[src/rtl/tiny5_mem_arbiter_pkg.sv]
// tiny5 memory arbiter definitions: access sizes, arbiter FSM states,
// requester port ids and the latched downstream request record.
package tiny5_mem_arbiter_pkg;

  localparam int unsigned MEM_ARB_ADDR_W = 32;
  localparam int unsigned MEM_ARB_DATA_W = 32;

  typedef enum logic [1:0] {
    MEM_SIZE_BYTE = 2'd0,
    MEM_SIZE_HALF = 2'd1,
    MEM_SIZE_WORD = 2'd2
  } mem_access_size_t;

  typedef enum logic [1:0] {
    ARB_IDLE,
    ARB_REQ,
    ARB_RESP
  } mem_arb_state_t;

  typedef enum logic {
    ARB_PORT_IMEM,
    ARB_PORT_DMEM
  } mem_arb_port_t;

  // Field widths are the package maxima; narrower ports use the low bits.
  typedef struct packed {
    logic [MEM_ARB_ADDR_W-1:0] addr;
    logic                      we;
    mem_access_size_t          size;
    logic [MEM_ARB_DATA_W-1:0] wr_data;
  } mem_arb_req_t;

  function automatic mem_arb_port_t arb_other_port(input mem_arb_port_t p);
    return (p == ARB_PORT_IMEM) ? ARB_PORT_DMEM : ARB_PORT_IMEM;
  endfunction

endpackage

[src/rtl/tiny5_mem_arbiter_picker.sv]
// tiny5_mem_arb_picker: combinational winner selection between imem and dmem.
// TINY5_MEM_ARB_RR_EN defined -> round-robin on ties (rr_last);
// undefined -> dmem priority, imem forced through once starve_cnt hits STARVE_LIMIT.
module tiny5_mem_arb_picker
  import tiny5_mem_arbiter_pkg::*;
#(
  parameter int unsigned STARVE_LIMIT = 4,
  parameter int unsigned CNT_W        = 3
) (
  input  logic             i_imem_valid,
  input  logic             i_dmem_valid,
  input  logic [CNT_W-1:0] i_starve_cnt,
  input  logic             i_rr_last,
  output logic             o_winner
);

`ifdef TINY5_MEM_ARB_RR_EN
  logic w_unused_cnt;
  assign w_unused_cnt = ^i_starve_cnt;
`else
  logic w_unused_rr;
  assign w_unused_rr = i_rr_last;
`endif

  // Single requester wins outright; ties resolved by the configured policy.
  always_comb begin
    o_winner = ARB_PORT_IMEM;
    if (i_imem_valid && i_dmem_valid) begin
`ifdef TINY5_MEM_ARB_RR_EN
      o_winner = arb_other_port(mem_arb_port_t'(i_rr_last));
`else
      o_winner = (i_starve_cnt >= CNT_W'(STARVE_LIMIT)) ? ARB_PORT_IMEM : ARB_PORT_DMEM;
`endif
    end else if (i_dmem_valid) begin
      o_winner = ARB_PORT_DMEM;
    end
  end

endmodule

[src/rtl/tiny5_mem_arbiter.sv]
// tiny5_mem_arbiter: shares one downstream memory port between the fetch (imem)
// and load/store (dmem) ports, one transaction in flight at a time.
// Optional macro TINY5_MEM_ARB_RR_EN selects round-robin instead of dmem
// priority with starvation limit.
module tiny5_mem_arbiter
  import tiny5_mem_arbiter_pkg::*;
#(
  parameter int unsigned ADDR_W       = MEM_ARB_ADDR_W,
  parameter int unsigned DATA_W       = MEM_ARB_DATA_W,
  parameter int unsigned STARVE_LIMIT = 4
) (
  input  logic              clk_i,
  input  logic              reset_n_i,
  input  logic              imem_req_valid_i,
  output logic              imem_req_ready_o,
  input  logic [ADDR_W-1:0] imem_addr_i,
  output logic              imem_rsp_valid_o,
  output logic [DATA_W-1:0] imem_rsp_data_o,
  input  logic              dmem_req_valid_i,
  output logic              dmem_req_ready_o,
  input  logic [ADDR_W-1:0] dmem_addr_i,
  input  logic              dmem_we_i,
  input  logic [1:0]        dmem_size_i,
  input  logic [DATA_W-1:0] dmem_wr_data_i,
  output logic              dmem_rsp_valid_o,
  output logic [DATA_W-1:0] dmem_rsp_data_o,
  output logic              mem_req_valid_o,
  input  logic              mem_req_ready_i,
  output logic [ADDR_W-1:0] mem_addr_o,
  output logic              mem_we_o,
  output logic [1:0]        mem_size_o,
  output logic [DATA_W-1:0] mem_wr_data_o,
  input  logic              mem_rsp_valid_i,
  input  logic [DATA_W-1:0] mem_rsp_data_i
);

  localparam int unsigned CNT_W = $clog2(STARVE_LIMIT + 1);

  mem_arb_state_t   r_state;
  mem_arb_state_t   w_state_nxt;
  mem_arb_port_t    r_owner;
  mem_arb_port_t    r_rr_last;
  logic [CNT_W-1:0] r_starve_cnt;
  mem_arb_req_t     r_req;
  mem_arb_req_t     w_req_sel;
  logic             w_any_valid;
  logic             w_grant;
  logic             w_winner;

  assign w_any_valid = imem_req_valid_i | dmem_req_valid_i;
  assign w_grant     = (r_state == ARB_IDLE) && w_any_valid;

  tiny5_mem_arb_picker #(
    .STARVE_LIMIT (STARVE_LIMIT),
    .CNT_W        (CNT_W)
  ) u_picker (
    .i_imem_valid (imem_req_valid_i),
    .i_dmem_valid (dmem_req_valid_i),
    .i_starve_cnt (r_starve_cnt),
    .i_rr_last    (r_rr_last),
    .o_winner     (w_winner)
  );

  // Request record presented by the current winner.
  always_comb begin
    w_req_sel = '0;
    if (w_winner == ARB_PORT_IMEM) begin
      w_req_sel.addr[ADDR_W-1:0] = imem_addr_i;
      w_req_sel.we               = 1'b0;
      w_req_sel.size             = MEM_SIZE_WORD;
    end else begin
      w_req_sel.addr[ADDR_W-1:0]    = dmem_addr_i;
      w_req_sel.we                  = dmem_we_i;
      w_req_sel.size                = mem_access_size_t'(dmem_size_i);
      w_req_sel.wr_data[DATA_W-1:0] = dmem_wr_data_i;
    end
  end

  // Next state and handshake outputs; readies are gated by reset so every
  // output reads 0 while reset is held, even with requests pending.
  always_comb begin
    w_state_nxt      = r_state;
    imem_req_ready_o = 1'b0;
    dmem_req_ready_o = 1'b0;
    mem_req_valid_o  = 1'b0;
    imem_rsp_valid_o = 1'b0;
    dmem_rsp_valid_o = 1'b0;
    unique case (r_state)
      ARB_IDLE: begin
        if (w_any_valid && reset_n_i) begin
          w_state_nxt = ARB_REQ;
          if (w_winner == ARB_PORT_IMEM) imem_req_ready_o = 1'b1;
          else                           dmem_req_ready_o = 1'b1;
        end
      end
      ARB_REQ: begin
        mem_req_valid_o = 1'b1;
        if (mem_req_ready_i) w_state_nxt = ARB_RESP;
      end
      ARB_RESP: begin
        if (mem_rsp_valid_i) begin
          w_state_nxt = ARB_IDLE;
          if (r_owner == ARB_PORT_IMEM) imem_rsp_valid_o = 1'b1;
          else                          dmem_rsp_valid_o = 1'b1;
        end
      end
      default: w_state_nxt = ARB_IDLE;
    endcase
  end

  assign imem_rsp_data_o = imem_rsp_valid_o ? mem_rsp_data_i : '0;
  assign dmem_rsp_data_o = dmem_rsp_valid_o ? mem_rsp_data_i : '0;

  assign mem_addr_o    = r_req.addr[ADDR_W-1:0];
  assign mem_we_o      = r_req.we;
  assign mem_size_o    = r_req.size;
  assign mem_wr_data_o = r_req.wr_data[DATA_W-1:0];

  // FSM state register.
  always_ff @(posedge clk_i or negedge reset_n_i) begin
    if (!reset_n_i) r_state <= ARB_IDLE;
    else            r_state <= w_state_nxt;
  end

  // Latch request and owner on grant; track fairness history.
  always_ff @(posedge clk_i or negedge reset_n_i) begin
    if (!reset_n_i) begin
      r_req        <= '0;
      r_owner      <= ARB_PORT_IMEM;
      r_rr_last    <= ARB_PORT_DMEM;
      r_starve_cnt <= '0;
    end else if (w_grant) begin
      r_req     <= w_req_sel;
      r_owner   <= mem_arb_port_t'(w_winner);
      r_rr_last <= mem_arb_port_t'(w_winner);
      if (w_winner == ARB_PORT_IMEM) begin
        r_starve_cnt <= '0;
      end else if (imem_req_valid_i && (r_starve_cnt < CNT_W'(STARVE_LIMIT))) begin
        r_starve_cnt <= r_starve_cnt + 1'b1;
      end
    end
  end

`ifndef SYNTHESIS
  a_rsp_only_in_resp: assert property (@(posedge clk_i) disable iff (!reset_n_i)
    mem_rsp_valid_i |-> (r_state == ARB_RESP));

  a_imem_hold: assert property (@(posedge clk_i) disable iff (!reset_n_i)
    (imem_req_valid_i && !imem_req_ready_o) |=> (imem_req_valid_i && $stable(imem_addr_i)));

  a_dmem_hold: assert property (@(posedge clk_i) disable iff (!reset_n_i)
    (dmem_req_valid_i && !dmem_req_ready_o) |=>
      (dmem_req_valid_i && $stable(dmem_addr_i) && $stable(dmem_we_i) &&
       $stable(dmem_size_i) && $stable(dmem_wr_data_i)));
`endif

endmodule

[config.mk]
export PLATFORM = sky130hd
export DESIGN_NAME = tiny5_mem_arbiter
export DESIGN_NICKNAME = d
export VERILOG_FILES = /design/src/rtl/tiny5_mem_arbiter_pkg.sv /design/src/rtl/tiny5_mem_arbiter_picker.sv /design/src/rtl/tiny5_mem_arbiter.sv
export SDC_FILE = /design/constraint.sdc
export NUM_CORES = 1
export LEC_CHECK = 0
export CAP_MARGIN = 30
export CORE_MARGIN = 3
export CORE_UTILIZATION = 34
export DETAILED_ROUTE_END_ITERATION = 8
export PLACE_DENSITY = 0.83
export SETUP_SLACK_MARGIN = 0.02
export SLEW_MARGIN = 20
export SYNTH_ARGS = -nofsm -noshare
export SYNTH_HDL_FRONTEND = slang
export SYNTH_SLANG_ARGS = --single-unit
[constraint.sdc]
create_clock -name clk_i -period 1.9 [get_ports clk_i]
set_input_delay 0.285 -clock clk_i [delete_from_list [all_inputs] [get_ports clk_i]]
set_output_delay 0.285 -clock clk_i [all_outputs]
set_load 0.005 [all_outputs]
# Yosys cells after proc, flatten, opt, wreduce, memory -nomap -nowiden
# Index checks and enable logic that the tools add are counted.
[classes] addsub=1 n_reduce_logical=7 muxes=26 n_lt_le_gt_ge=2 bitwise=1 n_eq_ne=6
[op_table] op="32-bit two-way mux" n=3
[op_table] op="35-bit two-way mux" n=1
[op_table] op="1-bit two-way mux" n=16
[op_table] op="2-bit two-way mux" n=3
[op_table] op="3-bit two-way mux" n=2
[op_table] op="2-bit one-hot mux with 3 select lines" n=1
[op_table] op="1-bit logical AND" n=4
[op_table] op="2-bit by 1-bit inequality test with 1-bit output (second input constant)" n=2
[op_table] op="2-bit inequality test (second input constant)" n=2
[op_table] op="3-bit by 1-bit adder with 3-bit output (second input constant)" n=1
[op_table] op="3-bit greater-or-equal comparator (second input constant)" n=1
[op_table] op="3-bit less-than comparator (second input constant)" n=1
[op_table] op="3-bit AND reduction" n=1
[op_table] op="2-bit by 1-bit == test with 1-bit output (second input constant)" n=1
[op_table] op="2-bit == test (second input constant)" n=1
[op_table] op="2-bit zero test" n=1
[op_table] op="2-bit AND reduction" n=1
[op_table] op="1-bit bitwise OR" n=1
[word_totals] inputBits=137 ff_bits=73 wordCells=50 output_inout_bits=136

# Depth between registers and ports, before layout
[depth] word_depth=6 mapped_depth=6 mapped_depth_nobuf=3

# By module
# From an unflattened synthesis, not the netlist that was laid out.
[hier_totals] hier_cells=355 area_unflattened_um2=3947.5
[by_module_without_submodules] mod="tiny5_mem_arbiter" cells_per_inst=354 n_inst=1 area_each_um2=3936.3 seq_area_each_um2=1853.0
[by_module_without_submodules] mod="tiny5_mem_arb_picker" cells_per_inst=1 n_inst=1 area_each_um2=11.3 seq_area_each_um2=0.0

# Worst setup path after synthesis
# Ideal clock, no wire load.
[synth_timing] path_kind="reg2out" start="register r_state[0]" end="output port imem_rsp_data_o[22]" path_slack_ns=0.284 arrival_ns=1.331 n_path_buf=1 stages_incl_launch_ff=5 required_time_ns=1.615 path_cell_list="dfrtp_1 nand2b_1 nor3b_1 clkbuf_1 and2_1"
[synth_via] elab_chain_len=3
[synth_lines] item="start: declaration" line="tiny5_mem_arbiter.sv:39" rtl="mem_arb_state_t r_state;"
[synth_lines] item="start signal: assignment" line="tiny5_mem_arbiter.sv:122" rtl="else r_state <= w_state_nxt;"
[synth_lines] item="2-bit == test" line="tiny5_mem_arbiter.sv:88" rtl="unique case (r_state)"
[synth_lines] item="1-bit two-way mux" line="tiny5_mem_arbiter.sv:88"
[synth_lines] item="net imem_rsp_valid_o" line="tiny5_mem_arbiter.sv:17" rtl="output logic imem_rsp_valid_o,"
[synth_lines] item="32-bit two-way mux" line="tiny5_mem_arbiter.sv:111" rtl="assign imem_rsp_data_o = imem_rsp_valid_o ? mem_rsp_data_i : '0;"
[synth_lines] item="end: declaration" line="tiny5_mem_arbiter.sv:18" rtl="output logic [DATA_W-1:0] imem_rsp_data_o,"
# The timed path passes the listed nets, and every way through them passes these cells.

# Worst setup path in the final report
[layout_timing] start="register r_state[0]" end="output port imem_rsp_data_o[1]"
[layout_via] elab_chain_len=3
[layout_lines] item="2-bit == test" line="tiny5_mem_arbiter.sv:88"
[layout_lines] item="1-bit two-way mux" line="tiny5_mem_arbiter.sv:88"
[layout_lines] item="32-bit two-way mux" line="tiny5_mem_arbiter.sv:111"
# No other way between the ends.

==> results.md <==
* Status: finished, violations left
* Failing checks: setup timing
* Worst min-delay path category: input port to async pin
* Clock Power Share at 0.163
* Final Util at 0.720
* Sequential area share after synthesis at 0.520
* Yosys reg bits at 73
* Initial DRC Count at between 200 and 250
* EDFF count, synth at 0
* Logic pwr share at 0.507
* Arrival @ worst endpoint at ~1800 ps
* CP Cell Sequence: nand2b_4, nor3b_4, buf_6, buf_16, buf_12, and2_1, buf_2
* Number of global-route vias before repair at slightly above 4k
* Tcrit/Tclk final at 1.11
* TritonCTS buffer count at 9
* DRT Pass-1 Iters at 4
* Vias at 3890
* F_max at between 400 and 500 MHz
* RePlAce Congestion at 0.770
* Pre-CTS setup slack at -254 ps
* TritonCTS clock tree: built
* Largest net degree at the start of global routing at between 60 and 70
* Initial antenna violation count at 1
* Crit path max-delay family: simple AND/OR/NAND/NOR gates
* Initial Util at 0.354
* Switching share of power at 0.312
* Distinct cells, synth at 28
* Worst-margin pin slew at about 750 ps
* Full die area at roughly 12000 um^2
* WS Path Type: flip-flop to output port
* R2R cell count at 6
* Gr usage total at 0.237
* Post-Syn Area at between 3000 and 4000 um^2
* WHS at approximately 490 ps
* Share of cells above drive strength 1 at 0.296
* Leak at ~0.0031 uW
* Final Hold Vio Count at 0
* Die Ht at approximately 110 um
* Total of max-cap violations at 0
* Worst slew margin at 0.498
* Cells after Synth at between 300 and 400
* Core box area at a little under 10000 um^2
* Total congestion overflow at 0
* Yosys warns at 0
* Internal power at between 5000 and 6000 uW
* Die W at roughly 110 um
* FFs w/ async S/R, synth at 1.00
* Required time of the critical path at between 1500 and 2000 ps
* RSZ-0062 raised after global routing: yes
* Clock tree buffer depth at 2
* First-pass GRT wire length at about 21000 um
* WL per Instance at around 19 um
* Total Nets Final at between 700 and 800
* Synthesis-to-layout area growth at 103%
* Input/output buffers at 272
* Routed Antenna Nets at 0
* Most frequent cells in the layout: clkdlybuf4s50_1, dfrtp_1, buf_6, and2_4, a22o_1
* Syn_area_per_cell at between 10 and 15 um^2
* Routed vias/inst at about 5
* CP Capture Type: output port
* Sequential share of power at 0.329
* H-tree depth at 3
* Setup ws final at -202 ps
* Main synth FF type: dfrtp_1
* Sw Pwr at approximately 2600 uW
* Clock Pin Slew Worst Setup and Hold Paths at approximately 80 ps
* Fin Clk Skew at between 8 and 9 ps
* CP Depth at 7
* Slowest Stage Delay on Critical Path at approximately 420 ps
* Pins Over Slew Limit at 0
* Worst skew pair latency at between 300 and 400 ps
* Pwr/cell area at between 1000 and 1500 nW/um^2
* Setup crit start kind: flip-flop
* Setup_tns at -6350 ps
* Clk sinks at 73
* Syn_nets at about 460
* Remaining DRCs at 0
* CP max-delay cell: dfrtp_1
* I/O pin cnt at 273
* Max VDD drop at 677 uV
* Final setup viols at 65
* Most common cell after layout, fill and taps aside: clkdlybuf4s50_1
* Minimum clock period after layout at approximately 2100 ps
* Post-DP HPWL at 9940 um
* CP Max Fanout at 5
* WL final at roughly 15000 um
* FP Rows at 36
* CTS Root Cell: clkbuf_8
* Buf/Inv on CP at 4
## final timing paths
kind	startpoint	to	slack, ps
worst max-delay path	r_state[0]	imem_rsp_data_o[1]	-200
worst min-delay path	reset_n_i	r_starve_cnt[1]	490
worst max register to register	r_state[0]	mem_wr_data_o[1]	110
worst min register to register	mem_wr_data_o[21]	mem_wr_data_o[21]	510
max in group asynchronous	reset_n_i	mem_addr_o[27]	420
min in group clk_i	imem_addr_i[3]	mem_addr_o[3]	490
## registers in the layout, summed over array words and instances, names as in the netlist
register,cells
r_owner,1
mem_we_o,1
r_starve_cnt,3
mem_size_o,2
mem_wr_data_o,32
mem_addr_o,32
r_state,2
## stage by stage
stage	total power [uW]	area, um^2	cells
final	8250	7140	755
after floorplan	4240	3510	326
after global placement	6470	6430	717
after CTS	8210	6970	753
after detailed placement	6580	6430	717
after global routing	8720	7140	755
## area by class of cell
| class | instances | area, um^2 |
|---|---|---|
| clock inverter | 6 | 92.6 |
| inverter | 2 | 7.51 |
| fill | 693 | 2770 |
| tap | 133 | 166 |
| multi-input combinational | 221 | 1710 |
| clock buffer | 10 | 128 |
| antenna | 1 | 2.50 |
| timing repair buffer | 309 | 3200 |
| sequential | 73 | 1830 |
## cell families (layout without fill, tap and decap cells)
kind of cell / after synthesis / count (layout) / share of synthesized area
flops: 73 / 73 / 0.520
buf+inv: 32 / 327 / 0.0428
fa+ha+maj: 1 / 1 / 0.00356
mux: 1 / 1 / 0.00321
compound gates: 107 / 107 / 0.252
simple gates: 112 / 112 / 0.178
other cells: 0 / 1 / 0
## synth_stat cells (2+ instances only)
library cell / number / area, um^2
a211oi_1: 32 / 240
a22o_1: 36 / 315
a2bb2oi_1: 33 / 289
and2_1: 64 / 400
and3_1: 2 / 12.5
buf_2: 6 / 30.0
buf_6: 3 / 33.8
clkbuf_1: 21 / 78.8
dfrtp_1: 73 / 1830
inv_1: 2 / 7.51
nand2_1: 34 / 128
nor2_1: 3 / 11.3
o21ai_0: 2 / 10.0
## power by group through the flow
stage	clock [uW]	sequential [uW]	combinational (uW)
floorplan	0	2710	1530
global placement	0	2680	3790
detailed placement	0	2700	3870
CTS	1380	2710	4110
global route	1440	2810	4470
finish	1350	2710	4180
## worst register-to-register path: cells and delay by family, from the launching register on
kind | cells | cell delay [ps]
compound gates | 1 | 170
buf+inv | 3 | 620
flops | 1 | 420
simple gates | 2 | 520
## layer usage
| layer | track usage | part of all wire | up-vias |
|---|---|---|---|
| li1 | - | - | 1760 |
| met1 | 0.249 | 0.34 | 1900 |
| met2 | 0.455 | 0.55 | 199 |
| met3 | 0.0504 | 0.072 | 31 |
| met4 | 0.0938 | 0.031 | 0 |
| met5 | 0 | 0 | - |
## repair_timing
item                                    in CTS  in global routing
resized for setup                          327                 72
cloned                                       6                  1
pin swaps                                   28                 23
buffers inserted                            14                  5
endpoints found under the setup margin      69                 68
endpoints found under the hold margin       12                  0
hold buffers                                 1                  0
Power figures use the tool's default switching activity.
